<file path="src/rtl/param_right_rotator_pipe_pkg.sv">
// Shared constants and the rotate helper for the pipelined right rotator.
package rotator_pkg;

  localparam int unsigned N_DEFAULT = 3;
  localparam int unsigned MAX_N     = 8;
  localparam int unsigned MAX_W     = 1 << MAX_N;

  // Data width for a given log2 width.
  function automatic int unsigned word_width(input int unsigned n);
    return 1 << n;
  endfunction

  // Rotate the low w bits of data right by r; bits at and above w are don't-care.
  // Callers zero-extend into MAX_W and truncate the result back to w bits.
  function automatic logic [MAX_W-1:0] rotr(input logic [MAX_W-1:0] data,
                                            input int unsigned       r,
                                            input int unsigned       w);
    return (data >> r) | (data << (w - r));
  endfunction

endpackage

</file>
<file path="src/rtl/param_right_rotator_pipe_if.sv">
// Valid/ready stream bundle: input side (word + amount) and output side.
interface param_right_rotator_pipe_if
  import rotator_pkg::*;
#(
  parameter int unsigned N = N_DEFAULT
);

  localparam int unsigned W = word_width(N);

  logic         in_valid;
  logic         in_ready;
  logic [W-1:0] in_data;
  logic [N-1:0] in_amt;
  logic         out_valid;
  logic         out_ready;
  logic [W-1:0] out_data;
  logic [N-1:0] out_amt;

  // Producer/consumer side of the rotator.
  modport master (
    output in_valid, in_data, in_amt, out_ready,
    input  in_ready, out_valid, out_data, out_amt
  );

  // The rotator itself.
  modport slave (
    input  in_valid, in_data, in_amt, out_ready,
    output in_ready, out_valid, out_data, out_amt
  );

endinterface

</file>
<file path="src/rtl/param_right_rotator_pipe_stage.sv">
// One registered pipeline stage: conditionally rotates right by 2**K when
// amount bit K is set, with valid/ready flow control.
module rotr_stage
  import rotator_pkg::*;
#(
  parameter  int unsigned N = N_DEFAULT,
  parameter  int unsigned K = 0,
  localparam int unsigned W = word_width(N)
) (
  input  logic         clk,
  input  logic         reset_n,
  input  logic         up_valid,
  output logic         up_ready,
  input  logic [W-1:0] up_dat,
  input  logic [N-1:0] up_amt,
  output logic         dn_valid,
  input  logic         dn_ready,
  output logic [W-1:0] dn_dat,
  output logic [N-1:0] dn_amt
);

  localparam int unsigned R = 1 << K;

  typedef struct packed {
    logic [W-1:0] dat;
    logic [N-1:0] amt;
  } payload_t;

  logic         vld_q, vld_d;
  payload_t     pay_q, pay_d;
  logic         load;
  logic [W-1:0] rot_dat;

  // An empty stage, or one whose word leaves this cycle, can take a new word.
  assign up_ready = !vld_q || dn_ready;
  assign load     = up_valid && up_ready;
  assign rot_dat  = W'(rotr(MAX_W'(up_dat), R, W));

  assign dn_valid = vld_q;
  assign dn_dat   = pay_q.dat;
  assign dn_amt   = pay_q.amt;

  // Next state: load (possibly concurrent with a drain), drain to empty, or hold.
  always_comb begin
    vld_d = vld_q;
    pay_d = pay_q;
    if (load) begin
      vld_d     = 1'b1;
      pay_d.dat = up_amt[K] ? rot_dat : up_dat;
      pay_d.amt = up_amt;
    end else if (dn_ready) begin
      vld_d = 1'b0;
    end
  end

  // Stage registers, cleared asynchronously.
  always_ff @(posedge clk or negedge reset_n) begin
    if (!reset_n) begin
      vld_q <= 1'b0;
      pay_q <= '0;
    end else begin
      vld_q <= vld_d;
      pay_q <= pay_d;
    end
  end

endmodule

</file>
<file path="src/rtl/param_right_rotator_pipe.sv">
// Pipelined barrel rotate-right for 2**N-bit words, one log stage per clock,
// with full valid/ready backpressure. Amount is echoed on out_amt.
module param_right_rotator_pipe
  import rotator_pkg::*;
#(
  parameter int unsigned N = N_DEFAULT
) (
  input logic                 clk,
  input logic                 reset_n,
  param_right_rotator_pipe_if.slave bus
);

  localparam int unsigned W = word_width(N);

  if (N == 0 || N > MAX_N) begin : g_bad_n
    $error("param_right_rotator_pipe: N out of range");
  end

  // Index k is the upstream side of stage k; index N is the output port.
  logic         vld [N+1];
  logic         rdy [N+1];
  logic [W-1:0] dat [N+1];
  logic [N-1:0] amt [N+1];

  assign vld[0]        = bus.in_valid;
  assign dat[0]        = bus.in_data;
  assign amt[0]        = bus.in_amt;
  assign bus.in_ready  = rdy[0];

  assign rdy[N]        = bus.out_ready;
  assign bus.out_valid = vld[N];
  assign bus.out_data  = dat[N];
  assign bus.out_amt   = amt[N];

  for (genvar k = 0; k < N; k++) begin : g_stage
    rotr_stage #(
      .N (N),
      .K (k)
    ) u_stage (
      .clk      (clk),
      .reset_n  (reset_n),
      .up_valid (vld[k]),
      .up_ready (rdy[k]),
      .up_dat   (dat[k]),
      .up_amt   (amt[k]),
      .dn_valid (vld[k+1]),
      .dn_ready (rdy[k+1]),
      .dn_dat   (dat[k+1]),
      .dn_amt   (amt[k+1])
    );
  end

endmodule
</file>
<file path="src/flat_wrapper.sv">
// flat-port wrapper written by rule: the top's interface ports become plain ports
module param_right_rotator_pipe_flat import rotator_pkg::*;
#(
  parameter int unsigned N = N_DEFAULT
)
  (clk, reset_n, bus_in_valid, bus_in_data, bus_in_amt, bus_out_ready, bus_in_ready, bus_out_valid, bus_out_data, bus_out_amt);
  param_right_rotator_pipe_if #(.N(N)) bus_i ();
  input logic clk;
  input logic reset_n;
  input wire logic [$bits(bus_i.in_valid)-1:0] bus_in_valid;
  input wire logic [$bits(bus_i.in_data)-1:0] bus_in_data;
  input wire logic [$bits(bus_i.in_amt)-1:0] bus_in_amt;
  input wire logic [$bits(bus_i.out_ready)-1:0] bus_out_ready;
  output wire logic [$bits(bus_i.in_ready)-1:0] bus_in_ready;
  output wire logic [$bits(bus_i.out_valid)-1:0] bus_out_valid;
  output wire logic [$bits(bus_i.out_data)-1:0] bus_out_data;
  output wire logic [$bits(bus_i.out_amt)-1:0] bus_out_amt;
  assign bus_i.in_valid = bus_in_valid;
  assign bus_i.in_data = bus_in_data;
  assign bus_i.in_amt = bus_in_amt;
  assign bus_i.out_ready = bus_out_ready;
  assign bus_in_ready = bus_i.in_ready;
  assign bus_out_valid = bus_i.out_valid;
  assign bus_out_data = bus_i.out_data;
  assign bus_out_amt = bus_i.out_amt;
  param_right_rotator_pipe #(.N(N)) u_core (.clk(clk), .reset_n(reset_n), .bus(bus_i));
endmodule
</file>
<file path="config.mk">
export PLATFORM = sky130hd
export DESIGN_NAME = param_right_rotator_pipe_flat
export DESIGN_NICKNAME = d
export VERILOG_FILES = /design/src/rtl/param_right_rotator_pipe_pkg.sv /design/src/rtl/param_right_rotator_pipe_if.sv /design/src/rtl/param_right_rotator_pipe_stage.sv /design/src/rtl/param_right_rotator_pipe.sv /design/src/flat_wrapper.sv
export SDC_FILE = /design/constraint.sdc
export NUM_CORES = 1
export LEC_CHECK = 0
export BUFFER_PORTS_ARGS = -buffer_cell sky130_fd_sc_hd__buf_2
export CORE_MARGIN = 5
export CORE_UTILIZATION = 59
export DETAILED_ROUTE_END_ITERATION = 7
export GPL_ROUTABILITY_DRIVEN = 0
export GPL_TIMING_DRIVEN = 0
export PLACE_DENSITY = 0.83
export SYNTH_ARGS = -nofsm -noshare
export SYNTH_HDL_FRONTEND = slang
export SYNTH_SLANG_ARGS = --single-unit
</file>
<file path="constraint.sdc">
create_clock -name clk -period 3.27 [get_ports clk]
set_clock_uncertainty 0.1 [all_clocks]
set_input_delay 0.1635 -clock clk [delete_from_list [all_inputs] [get_ports clk]]
set_output_delay 0.1635 -clock clk [all_outputs]
set_load 0.1 [all_outputs]
</file>
==> flow_summary.toml, run 1 <==
[critical_path]
critPathMaxFanout = 10
worstSetupPathType = "reg2out"
start_kind = "flop"
worst-r2r-cell-count = 4
cp.required_ps = 3010
end_kind = "output pin"
cp.arrival_ps = 1810

[final_layout]
area_growth_pct = 15.6
final_common_cell = "dfrtp_1"
drive_gt1_share_pct = 34.1
nets = 199
final_cell_mix = "dfrtp_1, a21oi_1, buf_2, mux2i_1, a31oi_1"
diodes = 0
fillers = 206

[worst_hold_path]
holdPathStages = 3
hold_path.class = "in2reg"

[clock_network]
cts_buffers = 5
tritoncts = "done"
cts-root-buf = "clkbuf_4"
insertion_delay_ps = 340
cts.sinks = 36
max-clock-path-buffers = 2
htreeDepth = 2
clk_pin_slew_ps = 100

[logic_synthesis]
yosysWarnings = 0
syn_area_mm2 = 0.00173
avgSynthCellArea_um2 = 11.6
synthCells = 149
synth.top_cells.by_area = "dfrtp_1, mux2i_1, a21oi_1"
yosys.area.top_type = "dfrtp_1"
synth_seq_cells = 36
synth_fp_nets = 164
synth_top_area_share_pct = 52.0
yosysUniqueCellTypes = 17
yosysSeqAreaShare_pct = 52.0

[power_and_ir_drop]
sw_frac_of_total_pct = 45.4
internal-power_uw = 957
p_per_area_mw_per_mm2 = 876
power_frac_clock_pct = 17.3
ir_drop_mv = 0.936
switchingPower_uw = 796
seq_power_share_pct = 35.9
p_leak_uw = 0.000919
comb_power_share_pct = 46.8

[die]
die_h_um = 64.2
fp.dieW_um = 64.2
placementRows = 19
io_pins = 28
die_area_mm2 = 0.00412
core_mm2 = 0.00278
start_util_pct = 62.3

[grt]
grt_pass1_wl_mm = 5.67
overflow = 0
track_usage_pct = 17.3
antenna_found_initial = 0
grt_pass1_vias = 1248
grt_max_degree = 37

[run_status]
status = "completed"

[timing]
fin_setup_tns_ps = 0
rsz0062_at_grt = "false"
max_slew.worst_pin.slew_ps = 757
hold_viol = 0
fin_hold_ws_ps = 55.6
slew_headroom_pct = 49.5
max_freq_mhz = 483
finalCriticalPeriod_ps = 2070
final_max_slew_viol_count = 0
fin_crit_sh_pct = 63.4
setup_viol = 0
setup_slack_ps = 1200

[routing]
vias = 1215
totalWireLength_mm = 3.04
dr.first_iter.drc_count = 35
route.detailed.drc = 0
wl_per_cell_um = 14.1
antenna_left = 0
viasPerCell = 5.63
drt_first_pass_iters = 4

[place]
place_ws_ps = 1580
port-buffer-count = 25
hpwl_mm = 2.27

[job]
cap_violations = 0
path summary, 6_finish.rpt:
kind	from	to	slack [ps]
setup / recovery	u_core.g_stage[0].u_stage.dn_valid$_DFFE_PN0P_	bus_in_ready	1200
max in group asynchronous	reset_n	u_core.g_stage[2].u_stage.dn_dat[5]$_DFFE_PN0P_	2270
min in group asynchronous	reset_n	u_core.g_stage[0].u_stage.dn_amt[1]$_DFFE_PN0P_	320
hold reg to reg	u_core.g_stage[2].u_stage.dn_amt[2]$_DFFE_PN0P_	u_core.g_stage[2].u_stage.dn_amt[2]$_DFFE_PN0P_	420
hold / removal	bus_in_data[4]	u_core.g_stage[0].u_stage.dn_dat[4]$_DFFE_PN0P_	60
setup reg to reg	u_core.g_stage[0].u_stage.dn_valid$_DFFE_PN0P_	u_core.g_stage[0].u_stage.dn_amt[2]$_DFFE_PN0P_	1690
power groups by stage:
stage	logic [µW]	registers, µW	clock network [µW]
4_1_cts	827	631	307
2_1_floorplan	716	627	0
5_1_grt	872	649	328
3_5_place_dp	824	639	0
3_3_place_gp	811	632	0
6_report	821	629	303
repair_timing:
action | CTS | global route
hold buffers | 3 | 0
setup buffers | 0 | 0
hold endpoints to repair | 38 | 0
gates resized for setup | 0 | 0
state kept, by name, summed over array words and instances, names as in the netlist:
| signal | cells |
|---|---|
| u_core.g_stage.u_stage.dn_amt | 9 |
| u_core.g_stage.u_stage.dn_dat | 24 |
| u_core.g_stage.u_stage.dn_valid | 3 |
synthesized netlist by cell type:
master / instances
nand2b_1: 3
mux2_4: 2
mux2i_1: 24
buf_4: 12
nand3b_2: 1
mux2_2: 7
clkbuf_2: 2
dfrtp_1: 36
nand2_1: 2
clkbuf_1: 4
a21oi_1: 32
nand4b_2: 1
buf_6: 2
buf_2: 3
or2b_1: 1
a31oi_1: 16
and2_4: 1
critical path, stage by stage, from the launching register on:
cell	delay [ps]
dfrtp_1	370
buf_2	170
nand4b_2	220
buf_2	250
buf_2	460
routing by layer:
layer	global-route usage, %	wire, µm	vias up
li1	-	-	604
met1	20.4	1260	572
met2	29.6	1540	32
met3	5.43	187	7
met4	6.36	54	0
met5	0	0	-
through the flow:
step | area [µm²] | std cells | power, µW | utilization, %
floorplan | 1730 | 149 | 1340 | -
global placement | 1900 | 205 | 1440 | 68.2
detailed placement | 1900 | 205 | 1460 | 68.2
CTS | 2000 | 216 | 1760 | 72.0
global route | 2000 | 216 | 1850 | 72.0
finish | 2000 | 216 | 1750 | 72.0
cell families after synthesis:
kind of cell | synth area share [%]
AOI/OAI and AO/OA | 15.0
muxes | 20.2
buffers and inverters | 8.81
DFF | 52.0
and+or+nand+nor | 3.97
layout make-up:
cell class                 count  area, µm²  area share (%)
sequential                    36        901            45.0
clock inverter                 2       35.0            1.75
tap                           31       38.8            1.94
buffer                        23        153            7.62
timing repair buffer          28        155            7.75
multi-input combinational     90        678            33.9
clock buffer                   6       41.3            2.06
(Power assumes the default switching activity.)
==> run 2: changes to the inputs <==
Settings changed: CORE_UTILIZATION 59 to 50, PLACE_DENSITY 0.83 to 0.75.
Clock period 3.27 ns to 1.85 ns, I/O delays scaled along.
==> run 2 against run 1 <==
  * Hold slack lost 40 ps
  * Sequential power is 78% higher
  * Count of clock-buffer cells in the layout decreased by 1
  * Final area up 4.1%
  * Via count is 1.2% higher
  * Cell count up 8.8%
  * Core utilization fell by 9.5 points
  * First-iteration DRC count grew 23%
  * Clock power rose by 77%
  * Die area is 15% higher
  * Register-to-register slack got worse by 1400 ps
  * Critical path type unchanged
  * Largest cell class unchanged
  * Largest power group unchanged
  * Highest routed layer unchanged
==> flow_summary.toml, run 2 (synthesis gave the netlist of run 1 again) <==
[job]
cap_violations = 0

[timing]
setup_slack_ps = 103
final_max_slew_viol_count = 0
rsz0062_at_grt = "false"
hold_viol = 0
max_slew.worst_pin.slew_ps = 769
slew_headroom_pct = 48.8
max_freq_mhz = 572
fin_crit_sh_pct = 94.4
setup_viol = 0
fin_setup_tns_ps = 0
finalCriticalPeriod_ps = 1750

[place]
post_dp_cell_area_mm2 = 0.00192
hpwl_mm = 2.34
place_ws_ps = 229
port-buffer-count = 25

[grt]
grt_pass1_vias = 1238
track_usage_pct = 16.3
grt_pass1_wl_mm = 5.58
antenna_found_initial = 0
grt_max_degree = 37
overflow = 0

[critical_path]
critical_path_buf_inv_count = 3
cp.required_ps = 1660
worstSetupPathType = "reg2out"
critPathTopFamily = "buffers and inverters"
slowest_stage = "dfrtp_1"
critPathMaxFanout = 10
crit_top_cell = "buf_2"
path_cells = "buf_2 -> nand4b_4 -> buf_2 -> buf_6"
start_kind = "flop"
crit_path_max_incr_delay_ps = 370
end_kind = "output pin"
cp.arrival_ps = 1550

[power_and_ir_drop]
sw_frac_of_total_pct = 45.5
ir_drop_mv = 0.539
seq_power_share_pct = 35.8
power_frac_clock_pct = 17.2
internal-power_uw = 1700
comb_power_share_pct = 47.0
p_per_area_mw_per_mm2 = 1500
switchingPower_uw = 1420
p_leak_uw = 0.000945

[die]
die_area_mm2 = 0.00474
core_mm2 = 0.00334
start_util_pct = 51.9
fp.dieW_um = 68.9
io_pins = 28
placementRows = 21
die_h_um = 68.9

[final_layout]
final_common_cell = "dfrtp_1"
largest_reg_flops = 24
fillers = 299
utilization_pct = 62.4
nets = 203
drive_gt1_share_pct = 34.4
area_growth_pct = 20.3
stdcell_area_mm2 = 0.00208
register_area_um2 = 905
diodes = 0
final_cell_mix = "dfrtp_1, a21oi_1, buf_2, mux2i_1, a31oi_1"
multiInputGateArea_um2 = 687

[routing]
drt_first_pass_iters = 4
viasPerCell = 5.23
totalWireLength_mm = 3.21
antenna_left = 0
vias = 1230
dr.first_iter.drc_count = 43
wl_per_cell_um = 13.7
route.detailed.drc = 0

[clock_network]
insertion_delay_ps = 330
post_cts_buffers = 0
tritoncts = "done"
cts_buffers = 5
htreeDepth = 2
cts-root-buf = "clkbuf_4"
cts.sinks = 36
clk_pin_slew_ps = 110
max-clock-path-buffers = 2

[run_status]
status = "completed"

[worst_hold_path]
hold_path.class = "in2reg"
==> run 2: power by group through the flow <==
stage	Combinational, µW	Clock (µW)	Sequential (µW)
after global routing	1550	596	1140
after floorplan	1270	0	1110
after CTS	1480	553	1120
final	1470	537	1120
after detailed placement	1460	0	1140
after global placement	1440	0	1120
==> run 2: stage by stage <==
step	hold slack (ps)	power (µW)	instances
floorplan	-303	2380	149
global placement	101	2560	220
detailed placement	113	2590	220
CTS	3.29	3150	235
global route	11.7	3290	235
finish	15.4	3120	235
==> run 2: path summary, 6_finish.rpt <==
kind / to / startpoint / cells after the start / slack (ps)
setup / recovery: bus_in_ready / u_core.g_stage[0].u_stage.dn_valid$_DFFE_PN0P_ / 4 / 100
hold / removal: u_core.g_stage[0].u_stage.dn_dat[6]$_DFFE_PN0P_ / bus_in_data[6] / 3 / 20
setup reg to reg: u_core.g_stage[1].u_stage.dn_amt[1]$_DFFE_PN0P_ / u_core.g_stage[1].u_stage.dn_valid$_DFFE_PN0P_ / 4 / 300
hold reg to reg: u_core.g_stage[2].u_stage.dn_amt[2]$_DFFE_PN0P_ / u_core.g_stage[2].u_stage.dn_amt[2]$_DFFE_PN0P_ / 1 / 420
max in group asynchronous: u_core.g_stage[2].u_stage.dn_valid$_DFFE_PN0P_ / reset_n / 2 / 830
min in group asynchronous: u_core.g_stage[1].u_stage.dn_dat[1]$_DFFE_PN0P_ / reset_n / 2 / 260
==> run 2: worst reg2reg max path: stages, from the launching register on <==
cell      delay [ps]
dfrtp_1          420
buf_4            200
nand3b_2         190
nand2_1          180
mux2_2           360
==> run 2: metal layers <==
layer | routed length [µm] | vias to the layer above | part of all wire [%] | track usage (%)
met2 | 1640 | 26 | 51 | 28.9
met5 | 0 | - | 0 | 0
met1 | 1390 | 587 | 43 | 18.7
met3 | 138 | 4 | 4.3 | 4.86
met4 | 42 | 0 | 1.3 | 5.11
li1 | - | 613 | - | -
==> run 2: timing repair <==
item,CTS,global route
pin swaps,0,0
hold endpoints to repair,41,0
gates resized for setup,2,1
hold buffers,7,0
endpoints found under the setup margin,1,1
==> run 2: final cells by class <==
cell class	instances	share of cell area (%)
plain buffers	23	7.33
clock buffers	5	1.80
clock inverters	3	2.04
multi-input cells	90	33.0
flip-flops and latches	36	43.4
well taps	46	2.76
repair buffers	32	9.67
==> run 3: changes to the inputs <==
Settings changed: GPL_TIMING_DRIVEN 0 to 1.
==> run 3 against run 2 <==
  * Final area down 2.8%
  * Core utilization down 1.7 points
  * Cell count down 4.3%
  * Clock power up 3%
  * Wire length down 2.4%
  * Worst setup slack better by 12 ps
  * Fmax up 0.68%
  * Sequential power up 4%
  * Register-to-register slack better by 40 ps
  * First-iteration DRC count up 33%
  * Combinational power down 12%
==> flow_summary.toml, run 3 (synthesis gave the netlist of run 1 again) <==
[critical_path]
cp.arrival_ps = 1540
end_kind = "output pin"
crit_path_max_incr_delay_ps = 550
reg2reg_from = "u_core.g_stage[1].u_stage.dn_valid$_DFFE_PN0P_"
worstSetupPathType = "reg2out"
r2r_setup_slack_ps = 340
worst-r2r-cell-count = 3
start_kind = "flop"
rr_endpoint = "u_core.g_stage[0].u_stage.dn_amt[0]$_DFFE_PN0P_"
slowest_stage = "dfrtp_1"
cp.required_ps = 1660
critPathMaxFanout = 12
path_cells = "nand4b_2 -> buf_2"

[clock_network]
cts_buffers = 5
clk_pin_slew_ps = 110
cts.sinks = 36
max-clock-path-buffers = 2
tritoncts = "done"
cts_resized = 0
cts-root-buf = "clkbuf_4"
htreeDepth = 2
insertion_delay_ps = 340

[place]
place_ws_ps = 364
hpwl_mm = 2.22
port-buffer-count = 27
post_dp_cell_area_mm2 = 0.00181

[timing]
max_slew.worst_pin.slew_ps = 765
max_freq_mhz = 576
fin_crit_sh_pct = 93.8
fin_setup_tns_ps = 0
setup_slack_ps = 115
final_max_slew_viol_count = 0
slew_headroom_pct = 49.0
setup_viol = 0
hold_viol = 0
rsz0062_at_grt = "false"
finalCriticalPeriod_ps = 1740

[final_layout]
diodes = 0
register_area_um2 = 905
multiInputGateArea_um2 = 678
largest_reg_flops = 24
fillers = 297
drive_gt1_share_pct = 29.1
nets = 193
utilization_pct = 60.7
final_cell_mix = "dfrtp_1, a21oi_1, buf_2, mux2i_1, a31oi_1"
stdcell_area_mm2 = 0.00203
area_growth_pct = 17.0
final_common_cell = "dfrtp_1"

[run_status]
status = "completed"

[die]
fp.dieW_um = 68.9
io_pins = 28
core_mm2 = 0.00334
start_util_pct = 51.9
die_h_um = 68.9
placementRows = 21
die_area_mm2 = 0.00474

[routing]
antenna_left = 0
viasPerCell = 5.40
dr.first_iter.drc_count = 57
vias = 1215
drt_first_pass_iters = 4
route.detailed.drc = 0
totalWireLength_mm = 3.13
wl_per_cell_um = 13.9

[grt]
grt_pass1_wl_mm = 5.48
grt_pass1_vias = 1217
track_usage_pct = 16.0
overflow = 0
antenna_found_initial = 0
grt_max_degree = 37

[power_and_ir_drop]
p_per_area_mw_per_mm2 = 1480
p_leak_uw = 0.000900
ir_drop_mv = 0.553

[worst_hold_path]
hold_path.class = "in2reg"
holdPathStages = 3
holdPathEnd = "u_core.g_stage[0].u_stage.dn_dat[5]$_DFFE_PN0P_"
worstHoldStart = "bus_in_data[6]"

[job]
cap_violations = 0
## run 3: changes by cell type in the layout (fill, tap and decap cells not counted)
cell / before / now
clkbuf_2: 2 / 0
buf_4: 12 / 4
nand4b_4: 1 / 0
nand4b_2: 0 / 1
dlygate4sd3_1: 7 / 14
clkbuf_1: 4 / 0
buf_6: 3 / 0
## run 3: cell type report
class	instances	share of cell area, %
flip-flops and latches	36	44.7
multi-input cells	90	33.5
clock buffers	5	1.85
clock inverters	3	2.10
well taps	46	2.84
repair buffers	45	15.1
## run 3: worst max-delay path by stage
stage,from,endpoint,slack (ps),cells past startpoint
after floorplan,u_core.g_stage[2].u_stage.dn_valid$_DFFE_PN0P_,u_core.g_stage[0].u_stage.dn_dat[6]$_DFFE_PN0P_,40,4
after global placement,u_core.g_stage[1].u_stage.dn_valid$_DFFE_PN0P_,u_core.g_stage[0].u_stage.dn_amt[2]$_DFFE_PN0P_,430,3
after detailed placement,u_core.g_stage[1].u_stage.dn_valid$_DFFE_PN0P_,u_core.g_stage[0].u_stage.dn_amt[1]$_DFFE_PN0P_,360,3
after CTS,u_core.g_stage[1].u_stage.dn_valid$_DFFE_PN0P_,bus_in_ready,100,2
after global routing,u_core.g_stage[1].u_stage.dn_valid$_DFFE_PN0P_,bus_in_ready,10,2
final,u_core.g_stage[1].u_stage.dn_valid$_DFFE_PN0P_,bus_in_ready,110,2
## run 3: where the power goes
part | switching (µW) | leakage, µW | internal [µW] | total, µW
Combinational | 968 | 0.000466 | 319 | 1290
Sequential | 170 | 0.000393 | 988 | 1160
Clock | 271 | 0.0000412 | 282 | 553
Total | 1410 | 0.000900 | 1590 | 3000
## run 3: worst max-delay path: cells and delay by family, from the launching register on
kind / cells / cell delay, ps
buffers and inverters: 1 / 450
and+or+nand+nor: 1 / 190
DFF: 1 / 550
## run 3: per-layer routing
| metal | global-route usage [%] | part of all wire, % | vias up |
|---|---|---|---|
| met5 | 0 | 0 | - |
| met4 | 10.2 | 2.4 | 0 |
| met3 | 4.38 | 6.3 | 7 |
| met2 | 26.0 | 49 | 38 |
| met1 | 18.5 | 42 | 572 |
| li1 | - | - | 598 |
## run 3: stage by stage
step | hold slack, ps | power [µW] | cells
after CTS | 0.201 | 3030 | 225
final | 4.49 | 3000 | 225
after global placement | 93.3 | 2410 | 203
after global routing | 15.8 | 3150 | 225
after floorplan | -303 | 2380 | 149
after detailed placement | 117 | 2450 | 203
## run 3: what timing repair did
item                                   4_1_cts  5_1_grt
endpoints found under the hold margin       45        0
buffers inserted                             0        0
hold buffers                                14        0
